==> src/rtl/core_pkg.sv <==
// Shared definitions for the RV32 fetch stage: FSM encoding and architectural constants.
package core_pkg;

  typedef enum logic [1:0] {
    IDLE  = 2'd0,
    FETCH = 2'd1,
    EXEC  = 2'd2,
    HALT  = 2'd3
  } fetch_state_t;

  localparam logic [31:0] PC_STEP  = 32'd4;
  localparam logic [31:0] NOP_INSN = 32'h0000_0013;

endpackage

==> src/rtl/pc_next.sv <==
// Next-PC adder: sequential step or signed branch offset, modulo 2^32.
// With FETCH_MISALIGN_TRAP_EN defined it also flags a non-word-aligned result.
module pc_next
  import core_pkg::*;
(
  input  logic [31:0] pc,
  input  logic [31:0] pcbr,
  output logic [31:0] next_pc
`ifdef FETCH_MISALIGN_TRAP_EN
  ,
  output logic        misaligned
`endif
);

  // A zero offset from the branch unit means "not taken", so fall through.
  assign next_pc = pc + ((pcbr != 32'd0) ? pcbr : PC_STEP);

`ifdef FETCH_MISALIGN_TRAP_EN
  assign misaligned = |next_pc[1:0];
`endif

endmodule

==> src/rtl/instruction_fetch.sv <==
// RV32 instruction fetch stage: owns the PC, fetches over req/ack, holds oIR until execute completes.
// Optional FETCH_MISALIGN_TRAP_EN halts fetch when the next PC is not word aligned.
module instruction_fetch
  import core_pkg::*;
#(
  parameter logic [31:0] RESET_PC = 32'h0000_0000
) (
  input  logic        iCLK,
  input  logic        iRST,
  output logic        oIMEM_REQ,
  output logic [31:0] oIMEM_ADDR,
  input  logic        iIMEM_ACK,
  input  logic [31:0] iIMEM_DATA,
  output logic [31:0] oIR,
  output logic        oIR_VALID,
  input  logic        iEX_DONE,
  input  logic [31:0] iPCBR,
  output logic [31:0] oPC,
  output logic        oHALT
);

  fetch_state_t state_q, state_d;
  logic [31:0]  pc_q, pc_d;
  logic [31:0]  ir_q, ir_d;
  logic         ir_valid_q, ir_valid_d;
  logic [31:0]  next_pc;

`ifdef FETCH_MISALIGN_TRAP_EN
  logic         misaligned;

  pc_next u_pc_next (
    .pc         (pc_q),
    .pcbr       (iPCBR),
    .next_pc    (next_pc),
    .misaligned (misaligned)
  );
`else
  pc_next u_pc_next (
    .pc      (pc_q),
    .pcbr    (iPCBR),
    .next_pc (next_pc)
  );
`endif

  always_ff @(posedge iCLK or posedge iRST) begin
    if (iRST) begin
      state_q    <= IDLE;
      pc_q       <= RESET_PC;
      ir_q       <= NOP_INSN;
      ir_valid_q <= 1'b0;
    end else begin
      state_q    <= state_d;
      pc_q       <= pc_d;
      ir_q       <= ir_d;
      ir_valid_q <= ir_valid_d;
    end
  end

  always_comb begin
    state_d    = state_q;
    pc_d       = pc_q;
    ir_d       = ir_q;
    ir_valid_d = ir_valid_q;
    case (state_q)
      IDLE: state_d = FETCH;
      FETCH: begin
        if (iIMEM_ACK) begin
          ir_d       = iIMEM_DATA;
          ir_valid_d = 1'b1;
          state_d    = EXEC;
        end
      end
      EXEC: begin
        if (iEX_DONE) begin
          pc_d       = next_pc;
          ir_valid_d = 1'b0;
          state_d    = FETCH;
`ifdef FETCH_MISALIGN_TRAP_EN
          if (misaligned) state_d = HALT;
`endif
        end
      end
`ifdef FETCH_MISALIGN_TRAP_EN
      HALT: state_d = HALT;
`endif
      default: state_d = IDLE;
    endcase
  end

  // Request is a pure state decode so memory never sees a combinational loop through ack.
  assign oIMEM_REQ  = (state_q == FETCH);
  assign oIMEM_ADDR = pc_q;
  assign oPC        = pc_q;
  assign oIR        = ir_q;
  assign oIR_VALID  = ir_valid_q;

`ifdef FETCH_MISALIGN_TRAP_EN
  assign oHALT = (state_q == HALT);
`else
  assign oHALT = 1'b0;
`endif

endmodule
==> config.mk <==
export PLATFORM = sky130hd
export DESIGN_NAME = instruction_fetch
export DESIGN_NICKNAME = d
export VERILOG_FILES = /design/src/rtl/core_pkg.sv /design/src/rtl/pc_next.sv /design/src/rtl/instruction_fetch.sv
export SDC_FILE = /design/constraint.sdc
export NUM_CORES = 1
export LEC_CHECK = 0
export CAP_MARGIN = 15
export CORE_MARGIN = 2
export CORE_UTILIZATION = 53
export CTS_CLUSTER_DIAMETER = 120
export CTS_CLUSTER_SIZE = 10
export DETAILED_ROUTE_END_ITERATION = 8
export DONT_BUFFER_PORTS = 1
export GPL_ROUTABILITY_DRIVEN = 0
export GPL_TIMING_DRIVEN = 0
export PLACE_DENSITY = 0.82
export SYNTH_ARGS = -nofsm -noshare
export SYNTH_HDL_FRONTEND = slang
export SYNTH_SLANG_ARGS = --single-unit
==> constraint.sdc <==
create_clock -name iCLK -period 2.4 [get_ports iCLK]
set_input_delay 0.36 -clock iCLK [delete_from_list [all_inputs] [get_ports iCLK]]
set_output_delay 0.36 -clock iCLK [all_outputs]
set_load 0.05 [all_outputs]
==> impl_metrics.yaml, run 1 <==
run_status:
  outcome: "finished with violations"
  violations: "setup timing"
sta:
  maxSlewHeadroom: 0.340
  timing.final.crit_share: 1.17
  grt_setup_unrepaired: "yes"
  worst_pin_slew_ns: 0.988
  skew_ns: 0.0107
  max_clock_freq_mhz: 357
  hold_viol_final: 0
  min_period_ns: 2.80
  drv_slew: 0
  hold_slack_ns: 0.103
  setup_tns_ns: -4.47
  setup_viol: 19
  setup_slack_ns: -0.403
worst_setup_path:
  crit_slowest_cell: "or4_4"
  path_common_cell: "a21oi_4"
  crit_fanout: 4
  cp_top_family: "compound AO/OA/AOI/OAI gates"
  cpPeakStageDelay_ns: 0.54
  cp_num_buf_inv: 0
  crit_path_cell_trace: "nor4_4 > nand4_1 > o21bai_2 > ha_4 > a21oi_4 > o211a_1 > or4_4 > a21oi_4 > a211oi_4 > o31ai_2 > xnor2_1 > o21ai_1"
  crit_arrival_ns: 3.01
  crit_required_ns: 2.61
  cp-end-kind: "register"
  worstSetupStartpointType: "input pin"
  worstSetupPathType: "input pin to register"
synth:
  synth_adder_area_share: 0.0901
  yosysWarnings: 0
  synth_mux_area_frac: 0.0796
  avgSynthCellArea_sq_um: 8.99
  yosys.cell_types.count: 48
  synthesis.area_sq_mm: 0.00453
  seq_area_frac_synth: 0.371
  synthArstFlopShare: 1.00
  ys_ff_latch: 67
  syn_nets: 604
  synthFlopType: "dfrtp_1"
  synth_area_leaders: "dfrtp_1, ha_1, mux2_2, buf_4, nand2_1"
  synth-edff-count: 0
  synth_top_area_share: 0.354
  synth_top_family_by_area: "compound AO/OA/AOI/OAI gates"
  yosysTopAreaCell: "dfrtp_1"
  synthSimpleGateAreaFrac: 0.121
  synth_compound_area_frac: 0.175
  synthCells: 504
  synthXorXnorAreaFrac: 0.0561
floorplanning:
  die_h_um: 96.4
  io_pins: 167
  die-area_sq_mm: 0.00930
  rows: 33
  fp.dieW_um: 96.4
  initial_utilization: 0.548
  core_sq_mm: 0.00826
drt:
  viasPerCell: 5.85
  routed_wl_mm: 11.4
  antenna_left: 0
  drc: 0
  routed-via-count: 3723
  avgRoutedWirePerCell_um: 17.9
  first_pass_iters: 4
  drtIter0Drc: 132
cts:
  cts_root_buf: "clkbuf_8"
  insertion_delay_ns: 0.34
  clk_pin_slew_ns: 0.08
  cts_sinks: 67
  htree_levels: 3
  cts_tree: "yes"
  clock_path_buffers: 2
  cts_buffers: 9
global_route:
  grt_pass1_vias: 3809
  grt_pass1_wl_mm: 17.8
  grt_max_degree: 46
  grt_antenna_before_repair: 0
  grt_usage: 0.250
  grt.overflow.total: 0
final_layout:
  final_common_cell: "nand2_1"
  n_antenna_cell: 0
  layout_common_cells: "nand2_1, clkbuf_1, dfrtp_1"
  nets: 626
  drive_above_1_share: 0.322
  area_delta_synth_final_pct: 17.2
job:
  drv_cap: 0
placement:
  numPortBuffers: 0
  hpwl_mm: 8.45
min_path:
  hold_path.class: "input pin to register"
==> metal layers <==
metal | part of all wire | track usage
met2 | 0.49 | 0.409
met4 | 0.031 | 0.119
met3 | 0.082 | 0.0714
met1 | 0.40 | 0.304
met5 | 0 | 0
==> repair_timing <==
action / 4_1_cts / 5_1_grt
hold endpoints to repair: 20 / 0
pin swaps: 22 / 17
buffers inserted: 10 / 4
setup endpoints to repair: 22 / 21
resized for setup: 53 / 24
hold buffers: 1 / 0
==> cell type report <==
cell class / instances / area (sq um)
fill: 675 / 2950
multi-input combinational: 341 / 2660
sequential: 67 / 1710
buffer: 77 / 414
timing repair buffer: 16 / 150
tap: 105 / 131
clock buffer: 10 / 128
clock inverter: 6 / 66.3
inverter: 14 / 52.6
==> stage by stage <==
step | cell area (sq um) | util | setup WS [ns] | instances
detailed placement | 4740 | 0.575 | -1.03 | 610
global placement | 4720 | 0.572 | -1.01 | 609
finish | 5310 | 0.643 | -0.403 | 636
CTS | 5200 | 0.630 | -0.317 | 632
floorplan | 4590 | - | -0.287 | 504
global route | 5310 | 0.643 | -0.558 | 636
==> flip-flops by register name, indices dropped and copies added (netlist names) <==
name        count
state_q         2
oIMEM_ADDR     32
oIR            32
oIR_VALID       1
==> cell families after synthesis <==
kind of cell,after synthesis
other cells,1
buf+inv,96
mux,32
flops,67
compound gates,126
simple gates,121
fa+ha+maj,32
xor+xnor,29
==> worst paths after layout <==
check / from / end / slack, ns / depth (start not counted)
max: iPCBR[13] / oIMEM_ADDR[24]$_DFFE_PP0P_ / -0.40 / 12
min: iEX_DONE / state_q[1]$_DFFE_PP0P_ / 0.10 / 1
max reg2reg: oIMEM_ADDR[18]$_DFFE_PP0P_ / oIMEM_ADDR[31]$_DFFE_PP0P_ / -0.40 / 9
min reg2reg: state_q[1]$_DFFE_PP0P_ / state_q[0]$_DFFE_PP0P_ / 0.51 / 1
max in group asynchronous: iRST / oIR[4]$_DFFE_PP1P_ / 1.23 / 3
min in group asynchronous: iRST / oIR[26]$_DFFE_PP0P_ / 0.51 / 2
==> cells in the mapped netlist, drive strengths merged (4+ instances only) <==
master  count
a21o       11
a21oi      37
a211oi      4
o211ai      5
nand4      10
inv        14
dfrtp      64
nand2      59
nor4        9
clkbuf     48
nand3       7
o21ai      42
nor3        5
xor2       12
o21bai      8
buf        34
nor2       21
mux2       32
o31ai       4
xnor2      17
ha         31
Power of run 1 is left out: the tool's default activity adds up to more than one toggle a clock period on the data nets, which glitch-free logic cannot reach.
==> run 2, diff against run 1 <==
--- a/config.mk
+++ b/config.mk
@@ -5,6 +5,7 @@
 export SDC_FILE = /design/constraint.sdc
 export NUM_CORES = 1
 export LEC_CHECK = 0
+export ABC_CLOCK_PERIOD_IN_PS = 2400
 export CAP_MARGIN = 15
 export CORE_MARGIN = 2
 export CORE_UTILIZATION = 53
==> results of run 2 <==
No change in the layout: final DEF, timing and power equal those of run 1.
Power of run 2 is left out for the same reason.
